## config.mk

```make
export PLATFORM = sky130hd
export DESIGN_NAME = instr_decode_stage_flat
export DESIGN_NICKNAME = d
export VERILOG_FILES = /design/src/rtl/dc_pkg.sv /design/src/rtl/instr_decode_stage_if.sv /design/src/rtl/imm_gen.sv /design/src/rtl/instr_decode_stage.sv /design/src/flat_wrapper.sv
export SDC_FILE = /design/constraint.sdc
export NUM_CORES = 1
export LEC_CHECK = 0
export CORE_ASPECT_RATIO = 1.4
export CORE_MARGIN = 3
export CORE_UTILIZATION = 46
export DETAILED_ROUTE_END_ITERATION = 12
export PLACE_DENSITY = 0.92
export SYNTH_ARGS = -nofsm -noshare
export SYNTH_HDL_FRONTEND = slang
export SYNTH_SLANG_ARGS = --single-unit
```

## constraint.sdc

```tcl
create_clock -name clk -period 4.7 [get_ports clk]
set_input_delay 0.705 -clock clk [delete_from_list [all_inputs] [get_ports clk]]
set_output_delay 0.705 -clock clk [all_outputs]
set_load 0.01 [all_outputs]
```

## src/rtl/dc_pkg.sv

```systemverilog
// Shared RV32I decode definitions: internal op codes, opcode/funct constants, immediate formats.
// The M-extension op codes are always present so encodings match across builds.
package dc_pkg;

  localparam int unsigned DC_XLEN   = 32;
  localparam int unsigned DC_PC_W   = 32;
  localparam int unsigned DC_REG_AW = 5;
  localparam int unsigned DC_OP_W   = 6;

  typedef enum logic [DC_OP_W-1:0] {
    OP_NOP, OP_ILLEGAL,
    OP_LUI, OP_AUIPC, OP_JAL, OP_JALR,
    OP_BEQ, OP_BNE, OP_BLT, OP_BGE, OP_BLTU, OP_BGEU,
    OP_LB, OP_LH, OP_LW, OP_LBU, OP_LHU,
    OP_SB, OP_SH, OP_SW,
    OP_ADDI, OP_SLTI, OP_SLTIU, OP_XORI, OP_ORI, OP_ANDI, OP_SLLI, OP_SRLI, OP_SRAI,
    OP_ADD, OP_SUB, OP_SLL, OP_SLT, OP_SLTU, OP_XOR, OP_SRL, OP_SRA, OP_OR, OP_AND,
    OP_MUL, OP_MULH, OP_MULHSU, OP_MULHU, OP_DIV, OP_DIVU, OP_REM, OP_REMU
  } op_e;

  typedef enum logic [2:0] {
    IMM_NONE, IMM_I, IMM_S, IMM_B, IMM_U, IMM_J
  } imm_fmt_e;

  localparam logic [6:0] OPC_LOAD     = 7'b0000011;
  localparam logic [6:0] OPC_MISC_MEM = 7'b0001111;
  localparam logic [6:0] OPC_OP_IMM   = 7'b0010011;
  localparam logic [6:0] OPC_AUIPC    = 7'b0010111;
  localparam logic [6:0] OPC_STORE    = 7'b0100011;
  localparam logic [6:0] OPC_OP       = 7'b0110011;
  localparam logic [6:0] OPC_LUI      = 7'b0110111;
  localparam logic [6:0] OPC_BRANCH   = 7'b1100011;
  localparam logic [6:0] OPC_JALR     = 7'b1100111;
  localparam logic [6:0] OPC_JAL      = 7'b1101111;

  localparam logic [2:0] F3_ADD  = 3'b000;
  localparam logic [2:0] F3_SLL  = 3'b001;
  localparam logic [2:0] F3_SLT  = 3'b010;
  localparam logic [2:0] F3_SLTU = 3'b011;
  localparam logic [2:0] F3_XOR  = 3'b100;
  localparam logic [2:0] F3_SR   = 3'b101;
  localparam logic [2:0] F3_OR   = 3'b110;
  localparam logic [2:0] F3_AND  = 3'b111;

  localparam logic [6:0] F7_BASE   = 7'b0000000;
  localparam logic [6:0] F7_ALT    = 7'b0100000;
  localparam logic [6:0] F7_MULDIV = 7'b0000001;

endpackage

```

## src/rtl/instr_decode_stage_if.sv

```systemverilog
// Handshake bundle around the decode stage: instruction-queue side (in_*) and dispatch side (out_*).
interface instr_decode_stage_if
  import dc_pkg::*;
#(
  parameter int unsigned XLEN   = DC_XLEN,
  parameter int unsigned PC_W   = DC_PC_W,
  parameter int unsigned REG_AW = DC_REG_AW,
  parameter int unsigned OP_W   = DC_OP_W
);
  logic              in_valid;
  logic              in_ready;
  logic [PC_W-1:0]   in_pc;
  logic [31:0]       in_instr;
  logic              out_valid;
  logic              out_ready;
  logic [PC_W-1:0]   out_pc;
  logic [OP_W-1:0]   out_op;
  logic [REG_AW-1:0] out_rs1;
  logic [REG_AW-1:0] out_rs2;
  logic [REG_AW-1:0] out_rd;
  logic              out_use_rs1;
  logic              out_use_rs2;
  logic              out_use_rd;
  logic [XLEN-1:0]   out_imm;
  logic              out_illegal;

  // Environment side: feeds instructions, consumes decoded results.
  modport master (
    output in_valid, in_pc, in_instr, out_ready,
    input  in_ready, out_valid, out_pc, out_op, out_rs1, out_rs2, out_rd,
           out_use_rs1, out_use_rs2, out_use_rd, out_imm, out_illegal
  );

  // Decode stage side.
  modport slave (
    input  in_valid, in_pc, in_instr, out_ready,
    output in_ready, out_valid, out_pc, out_op, out_rs1, out_rs2, out_rd,
           out_use_rs1, out_use_rs2, out_use_rd, out_imm, out_illegal
  );
endinterface

```

## src/rtl/imm_gen.sv

```systemverilog
// Combinational RV32I immediate generator, sign-extended from instr[31] to XLEN.
// Takes instr[31:7] only; the opcode field never contributes to an immediate.
module imm_gen
  import dc_pkg::*;
#(
  parameter int unsigned XLEN = DC_XLEN
) (
  input  logic [31:7]     instr_i,
  input  imm_fmt_e        fmt_i,
  output logic [XLEN-1:0] imm_o
);

  logic [31:0] imm32;

  always_comb begin
    imm32 = '0;
    case (fmt_i)
      IMM_I:   imm32 = {{20{instr_i[31]}}, instr_i[31:20]};
      IMM_S:   imm32 = {{20{instr_i[31]}}, instr_i[31:25], instr_i[11:7]};
      IMM_B:   imm32 = {{19{instr_i[31]}}, instr_i[31], instr_i[7], instr_i[30:25],
                        instr_i[11:8], 1'b0};
      IMM_U:   imm32 = {instr_i[31:12], 12'b0};
      IMM_J:   imm32 = {{11{instr_i[31]}}, instr_i[31], instr_i[19:12], instr_i[20],
                        instr_i[30:21], 1'b0};
      default: imm32 = '0;
    endcase
  end

  assign imm_o = XLEN'($signed(imm32));

endmodule

```

## src/rtl/instr_decode_stage.sv

```systemverilog
// Registered RV32I decode stage with valid/ready handshake and flush for mispredict recovery.
// Define DECODER_RV32M_EN to decode the M extension; otherwise those encodings are illegal.
module instr_decode_stage
  import dc_pkg::*;
#(
  parameter int unsigned XLEN   = DC_XLEN,
  parameter int unsigned PC_W   = DC_PC_W,
  parameter int unsigned REG_AW = DC_REG_AW,
  parameter int unsigned OP_W   = DC_OP_W
) (
  input  logic                 clk,
  input  logic                 rst,
  input  logic                 flush_i,
  instr_decode_stage_if.slave  bus
);

  logic [6:0] opc;
  logic [2:0] f3;
  logic [6:0] f7;
  logic [4:0] rs1_f, rs2_f, rd_f;

  assign opc   = bus.in_instr[6:0];
  assign rd_f  = bus.in_instr[11:7];
  assign f3    = bus.in_instr[14:12];
  assign rs1_f = bus.in_instr[19:15];
  assign rs2_f = bus.in_instr[24:20];
  assign f7    = bus.in_instr[31:25];

  op_e               op_d, op_q;
  imm_fmt_e          fmt_c;
  logic              use_rs1_c, use_rs2_c, use_rd_c;
  logic              use_rs1_d, use_rs2_d, use_rd_d, illegal_d;
  logic [REG_AW-1:0] rs1_d, rs2_d, rd_d;
  logic [XLEN-1:0]   imm_d;

  logic              valid_d, valid_q;
  logic [PC_W-1:0]   pc_q;
  logic [REG_AW-1:0] rs1_q, rs2_q, rd_q;
  logic              use_rs1_q, use_rs2_q, use_rd_q, illegal_q;
  logic [XLEN-1:0]   imm_q;
  logic              in_ready_c, accept_c;

  // Field decode: anything not matched below stays OP_ILLEGAL with no register use.
  always_comb begin
    op_d      = OP_ILLEGAL;
    fmt_c     = IMM_NONE;
    use_rs1_c = 1'b0;
    use_rs2_c = 1'b0;
    use_rd_c  = 1'b0;
    case (opc)
      OPC_LUI:   begin op_d = OP_LUI;   use_rd_c = 1'b1; fmt_c = IMM_U; end
      OPC_AUIPC: begin op_d = OP_AUIPC; use_rd_c = 1'b1; fmt_c = IMM_U; end
      OPC_JAL:   begin op_d = OP_JAL;   use_rd_c = 1'b1; fmt_c = IMM_J; end
      OPC_JALR: begin
        if (f3 == 3'b000) begin
          op_d = OP_JALR; use_rs1_c = 1'b1; use_rd_c = 1'b1; fmt_c = IMM_I;
        end
      end
      OPC_BRANCH: begin
        case (f3)
          3'b000:  op_d = OP_BEQ;
          3'b001:  op_d = OP_BNE;
          3'b100:  op_d = OP_BLT;
          3'b101:  op_d = OP_BGE;
          3'b110:  op_d = OP_BLTU;
          3'b111:  op_d = OP_BGEU;
          default: op_d = OP_ILLEGAL;
        endcase
        if (op_d != OP_ILLEGAL) begin
          use_rs1_c = 1'b1; use_rs2_c = 1'b1; fmt_c = IMM_B;
        end
      end
      OPC_LOAD: begin
        case (f3)
          3'b000:  op_d = OP_LB;
          3'b001:  op_d = OP_LH;
          3'b010:  op_d = OP_LW;
          3'b100:  op_d = OP_LBU;
          3'b101:  op_d = OP_LHU;
          default: op_d = OP_ILLEGAL;
        endcase
        if (op_d != OP_ILLEGAL) begin
          use_rs1_c = 1'b1; use_rd_c = 1'b1; fmt_c = IMM_I;
        end
      end
      OPC_STORE: begin
        case (f3)
          3'b000:  op_d = OP_SB;
          3'b001:  op_d = OP_SH;
          3'b010:  op_d = OP_SW;
          default: op_d = OP_ILLEGAL;
        endcase
        if (op_d != OP_ILLEGAL) begin
          use_rs1_c = 1'b1; use_rs2_c = 1'b1; fmt_c = IMM_S;
        end
      end
      OPC_OP_IMM: begin
        case (f3)
          F3_ADD:  op_d = OP_ADDI;
          F3_SLT:  op_d = OP_SLTI;
          F3_SLTU: op_d = OP_SLTIU;
          F3_XOR:  op_d = OP_XORI;
          F3_OR:   op_d = OP_ORI;
          F3_AND:  op_d = OP_ANDI;
          F3_SLL:  op_d = (f7 == F7_BASE) ? OP_SLLI : OP_ILLEGAL;
          F3_SR:   op_d = (f7 == F7_BASE) ? OP_SRLI :
                          (f7 == F7_ALT)  ? OP_SRAI : OP_ILLEGAL;
          default: op_d = OP_ILLEGAL;
        endcase
        if (op_d != OP_ILLEGAL) begin
          use_rs1_c = 1'b1; use_rd_c = 1'b1; fmt_c = IMM_I;
        end
      end
      OPC_OP: begin
        case (f7)
          F7_BASE: begin
            case (f3)
              F3_ADD:  op_d = OP_ADD;
              F3_SLL:  op_d = OP_SLL;
              F3_SLT:  op_d = OP_SLT;
              F3_SLTU: op_d = OP_SLTU;
              F3_XOR:  op_d = OP_XOR;
              F3_SR:   op_d = OP_SRL;
              F3_OR:   op_d = OP_OR;
              default: op_d = OP_AND;
            endcase
          end
          F7_ALT: begin
            case (f3)
              F3_ADD:  op_d = OP_SUB;
              F3_SR:   op_d = OP_SRA;
              default: op_d = OP_ILLEGAL;
            endcase
          end
          F7_MULDIV: begin
`ifdef DECODER_RV32M_EN
            case (f3)
              3'b000:  op_d = OP_MUL;
              3'b001:  op_d = OP_MULH;
              3'b010:  op_d = OP_MULHSU;
              3'b011:  op_d = OP_MULHU;
              3'b100:  op_d = OP_DIV;
              3'b101:  op_d = OP_DIVU;
              3'b110:  op_d = OP_REM;
              default: op_d = OP_REMU;
            endcase
`else
            op_d = OP_ILLEGAL;
`endif
          end
          default: op_d = OP_ILLEGAL;
        endcase
        if (op_d != OP_ILLEGAL) begin
          use_rs1_c = 1'b1; use_rs2_c = 1'b1; use_rd_c = 1'b1;
        end
      end
      OPC_MISC_MEM: op_d = OP_NOP;
      default:      op_d = OP_ILLEGAL;
    endcase
  end

  // Unused indices read as 0; writes to x0 are dropped here rather than downstream.
  always_comb begin
    illegal_d = (op_d == OP_ILLEGAL);
    use_rs1_d = use_rs1_c;
    use_rs2_d = use_rs2_c;
    use_rd_d  = use_rd_c && (rd_f != 5'd0);
    rs1_d     = use_rs1_d ? REG_AW'(rs1_f) : '0;
    rs2_d     = use_rs2_d ? REG_AW'(rs2_f) : '0;
    rd_d      = use_rd_d  ? REG_AW'(rd_f)  : '0;
  end

  imm_gen #(.XLEN(XLEN)) u_imm_gen (
    .instr_i (bus.in_instr[31:7]),
    .fmt_i   (fmt_c),
    .imm_o   (imm_d)
  );

  // Handshake: flush has priority over both accept and fire.
  always_comb begin
    in_ready_c = !flush_i && (!valid_q || bus.out_ready);
    accept_c   = bus.in_valid && in_ready_c;
    valid_d    = valid_q;
    if (flush_i)                        valid_d = 1'b0;
    else if (accept_c)                  valid_d = 1'b1;
    else if (valid_q && bus.out_ready)  valid_d = 1'b0;
  end

  always_ff @(posedge clk or posedge rst) begin
    if (rst) begin
      valid_q   <= 1'b0;
      pc_q      <= '0;
      op_q      <= OP_NOP;
      rs1_q     <= '0;
      rs2_q     <= '0;
      rd_q      <= '0;
      use_rs1_q <= 1'b0;
      use_rs2_q <= 1'b0;
      use_rd_q  <= 1'b0;
      imm_q     <= '0;
      illegal_q <= 1'b0;
    end else begin
      valid_q <= valid_d;
      if (accept_c) begin
        pc_q      <= bus.in_pc;
        op_q      <= op_d;
        rs1_q     <= rs1_d;
        rs2_q     <= rs2_d;
        rd_q      <= rd_d;
        use_rs1_q <= use_rs1_d;
        use_rs2_q <= use_rs2_d;
        use_rd_q  <= use_rd_d;
        imm_q     <= imm_d;
        illegal_q <= illegal_d;
      end
    end
  end

  assign bus.in_ready    = in_ready_c;
  assign bus.out_valid   = valid_q;
  assign bus.out_pc      = pc_q;
  assign bus.out_op      = OP_W'(op_q);
  assign bus.out_rs1     = rs1_q;
  assign bus.out_rs2     = rs2_q;
  assign bus.out_rd      = rd_q;
  assign bus.out_use_rs1 = use_rs1_q;
  assign bus.out_use_rs2 = use_rs2_q;
  assign bus.out_use_rd  = use_rd_q;
  assign bus.out_imm     = imm_q;
  assign bus.out_illegal = illegal_q;

endmodule

```

## src/flat_wrapper.sv

```systemverilog
// flat-port wrapper written by rule: the top's interface ports become plain ports
module instr_decode_stage_flat import dc_pkg::*;
#(
  parameter int unsigned XLEN   = DC_XLEN,
  parameter int unsigned PC_W   = DC_PC_W,
  parameter int unsigned REG_AW = DC_REG_AW,
  parameter int unsigned OP_W   = DC_OP_W
)
  (clk, rst, flush_i, bus_in_valid, bus_in_pc, bus_in_instr, bus_out_ready, bus_in_ready, bus_out_valid, bus_out_pc, bus_out_op, bus_out_rs1, bus_out_rs2, bus_out_rd, bus_out_use_rs1, bus_out_use_rs2, bus_out_use_rd, bus_out_imm, bus_out_illegal);
  instr_decode_stage_if #(.XLEN(XLEN), .PC_W(PC_W), .REG_AW(REG_AW), .OP_W(OP_W)) bus_i ();
  input  logic clk;
  input  logic rst;
  input  logic flush_i;
  input wire logic [$bits(bus_i.in_valid)-1:0] bus_in_valid;
  input wire logic [$bits(bus_i.in_pc)-1:0] bus_in_pc;
  input wire logic [$bits(bus_i.in_instr)-1:0] bus_in_instr;
  input wire logic [$bits(bus_i.out_ready)-1:0] bus_out_ready;
  output wire logic [$bits(bus_i.in_ready)-1:0] bus_in_ready;
  output wire logic [$bits(bus_i.out_valid)-1:0] bus_out_valid;
  output wire logic [$bits(bus_i.out_pc)-1:0] bus_out_pc;
  output wire logic [$bits(bus_i.out_op)-1:0] bus_out_op;
  output wire logic [$bits(bus_i.out_rs1)-1:0] bus_out_rs1;
  output wire logic [$bits(bus_i.out_rs2)-1:0] bus_out_rs2;
  output wire logic [$bits(bus_i.out_rd)-1:0] bus_out_rd;
  output wire logic [$bits(bus_i.out_use_rs1)-1:0] bus_out_use_rs1;
  output wire logic [$bits(bus_i.out_use_rs2)-1:0] bus_out_use_rs2;
  output wire logic [$bits(bus_i.out_use_rd)-1:0] bus_out_use_rd;
  output wire logic [$bits(bus_i.out_imm)-1:0] bus_out_imm;
  output wire logic [$bits(bus_i.out_illegal)-1:0] bus_out_illegal;
  assign bus_i.in_valid = bus_in_valid;
  assign bus_i.in_pc = bus_in_pc;
  assign bus_i.in_instr = bus_in_instr;
  assign bus_i.out_ready = bus_out_ready;
  assign bus_in_ready = bus_i.in_ready;
  assign bus_out_valid = bus_i.out_valid;
  assign bus_out_pc = bus_i.out_pc;
  assign bus_out_op = bus_i.out_op;
  assign bus_out_rs1 = bus_i.out_rs1;
  assign bus_out_rs2 = bus_i.out_rs2;
  assign bus_out_rd = bus_i.out_rd;
  assign bus_out_use_rs1 = bus_i.out_use_rs1;
  assign bus_out_use_rs2 = bus_i.out_use_rs2;
  assign bus_out_use_rd = bus_i.out_use_rd;
  assign bus_out_imm = bus_i.out_imm;
  assign bus_out_illegal = bus_i.out_illegal;
  instr_decode_stage #(.XLEN(XLEN), .PC_W(PC_W), .REG_AW(REG_AW), .OP_W(OP_W)) u_core (.clk(clk), .rst(rst), .flush_i(flush_i), .bus(bus_i));
endmodule
```

==> impl_metrics.json <==
{
  "status": "complete, no violations",
  "min_period_over_period_pct": 71.3,
  "wl_per_cell_um": 18.8,
  "worst_hold_path.num_cells": 2,
  "clk_pin_slew_ns": 0.06,
  "clock_sinks": 90,
  "crit_path_start_kind": "input port",
  "synth_top_area_share_pct": 50.8,
  "synth_area_um2": 4430,
  "drive_above_1_share_pct": 5.68,
  "setup_viol": 0,
  "ys_seq_elements": 90,
  "fin_cells": 723,
  "synth-async-reset-ratio_pct": 100,
  "grt_max_degree": 99,
  "place_hpwl_um": 9790,
  "place.gp.congestion": 0.876,
  "syn_inst": 474,
  "ios": 160,
  "rr_startpoint": "u_core.bus.out_valid",
  "h-tree-depth": 3,
  "r2r_slack_ns": 2.39,
  "setup-tns-final_ns": 0,
  "p_leak_uw": 0.00293,
  "clockBufferDepth": 2,
  "hold_path_class": "reg -> reg",
  "drv_cap": 0,
  "yosys_warnings": 0,
  "yosys-top-cells-area": "dfrtp_1 51%, nand2_1 11%, a22o_1 5.1%, nand3_1 3.0%, a211o_1 1.8%",
  "dieArea_um2": 10900,
  "hold_violations": 0,
  "diodes": 0,
  "slew_headroom_pct": 33.3,
  "start_util_pct": 48.3,
  "postSynthAreaPerCell_um2": 9.35,
  "antenna_found_initial": 0,
  "period_minus_slack_ns": 3.35,
  "cp_max_fo": 23,
  "ctsHoldBuffers": 0,
  "synth-edff-count": 0,
  "grt-ovfl-total": 0,
  "fin_skew_ns": 0.00371,
  "placed_area_um2": 6020,
  "cts_resized": 0,
  "first_pass_iters": 5,
  "worst_hold_path.endpoint": "u_core.bus.out_pc[3]",
  "fill_cells": 735,
  "syn_nets": 543,
  "fmaxAchievable_mhz": 298,
  "synth_seq_area_share_pct": 50.8,
  "reg2reg_depth": 5,
  "core_region_area_um2": 9180,
  "route.vias.total": 4126,
  "synth-main-ff-cell": "dfrtp_1",
  "dp_slack_ns": 1.06,
  "nNetsFinal": 680,
  "num_rows": 41,
  "yosys-top-cells-count": "135 x nand2_1, 90 x dfrtp_1, 27 x nand3_1, 26 x a22o_1, 21 x nor2_1",
  "drcViolationCount": 0,
  "grt_pass1_vias": 4205,
  "grt_use_total_pct": 25.4,
  "irDropWorstVdd_v": 0.000255,
  "rsz0062_at_grt": "no",
  "numCtsBuffers": 9,
  "drt.antenna.violating_nets": 0,
  "clockRootBuffer": "clkbuf_16",
  "hold_ws_ns": 0.473,
  "r2r_end": "u_core.bus.out_rs2[1]",
  "hp-start": "u_core.bus.out_pc[3]",
  "power.density_nw_per_um2": 324,
  "grt_pass1_wl_um": 21300,
  "cp.arrival_ns": 3.63,
  "synth_area_leader_cell": "dfrtp_1",
  "yosysUniqueCellTypes": 58,
  "die_y_um": 122,
  "endpoint_kind": "flip-flop",
  "drt_wl_total_um": 13600,
  "cts_tree": "yes",
  "design_area_um2": 6370,
  "cts_setup_buffers": 0,
  "worstSkewPairLatency_ns": 0.34,
  "area_growth_pct": 43.7,
  "yosys.cell_count.top_type": "nand2_1",
  "worstMarginPinSlew_ns": 1.00,
  "maxSlewViolCount": 0,
  "viasPerCell": 5.71,
  "placedCellCount": 707,
  "drt_iter0_markers": 297,
  "portBuffers": 159,
  "die_w_um": 89.0,
  "finalWorstSetupSlack_ns": 1.35,
  "crit_required_ns": 4.98,
  "critPathKind": "in -> reg"
}
-- state kept, by name, summed over array words and instances (netlist names) --
name,flops
u_core.bus.out_use_rd,1
u_core.bus.out_use_rs2,1
u_core.bus.out_pc,32
u_core.bus.out_imm,32
u_core.bus.out_op,6
u_core.bus.out_valid,1
u_core.bus.out_rd,5
u_core.bus.out_rs1,5
u_core.bus.out_illegal,1
u_core.bus.out_rs2,5
u_core.bus.out_use_rs1,1
-- metal layers --
metal	part of all wire [%]	vias to the layer above	global-route usage [%]
met2	53	158	43.6
met1	39	2010	31.5
li1	-	1935	-
met3	6.1	23	4.33
met5	0	-	0
met4	2.3	0	9.40
-- placed cells by master, fill, tap and decap left out, types with 4 or more instances in the layout --
cell             instances
nand3_1                 27
nand2b_1                10
clkbuf_16                9
a2bb2oi_1                4
nor3_1                  11
a22o_1                  26
o21ai_0                 13
dfrtp_1                 90
nor2b_1                  5
a211o_1                  9
a31oi_1                  6
and3_1                  10
nor2_1                  21
a21o_1                   4
clkdlybuf4s50_1        159
nand2_1                134
or3_1                    4
a21oi_1                  6
-- layout make-up --
type,count,area [µm²],area share (%)
clock buffers,9,225,3.54
inverters,3,12.5,0.196
flip-flops and latches,90,2250,35.4
well taps,107,134,2.10
repair buffers,161,1610,25.2
clock inverters,7,123,1.92
multi-input cells,346,2020,31.7
-- logic make-up after synthesis --
logic type | Yosys count | synth area share [%]
compound gates | 93 | 16.9
buf+inv | 38 | 3.87
simple gates | 247 | 27.2
mux | 2 | 0.480
xor+xnor | 4 | 0.791
flops | 90 | 50.8
-- per-stage QoR --
step / power, µW / utilization (%)
2_1_floorplan: 1030 / -
5_1_grt: 2150 / 69.4
3_3_place_gp: 1230 / 65.6
3_5_place_dp: 1240 / 65.6
4_1_cts: 2080 / 69.4
6_report: 2060 / 69.4
-- power by group --
group | switching (µW) | internal [µW] | total [µW]
registers | 31.3 | 829 | 860
logic | 178 | 189 | 367
clock network | 310 | 524 | 834
total | 519 | 1540 | 2060
-- how the worst max path moves through the flow --
stage	start	slack, ns	endpoint
2_1_floorplan	rst	1.66	u_core.bus.out_illegal
3_5_place_dp	bus_in_instr[14]	1.06	u_core.bus.out_imm[13]
6_report	bus_in_instr[14]	1.35	u_core.bus.out_imm[13]
4_1_cts	bus_in_instr[14]	1.41	u_core.bus.out_imm[19]
5_1_grt	bus_in_instr[14]	1.22	u_core.bus.out_imm[12]
3_3_place_gp	bus_in_instr[12]	1.15	u_core.bus.out_imm[16]
-- critical path, stage by stage --
cell	delay (ns)
clkdlybuf4s50_1	0.97
nand2b_1	0.29
o22ai_1	0.13
nor3_1	0.57
o41a_2	0.41
nor3b_4	0.40
a211o_1	0.16
Power figures use the tool's default switching activity.
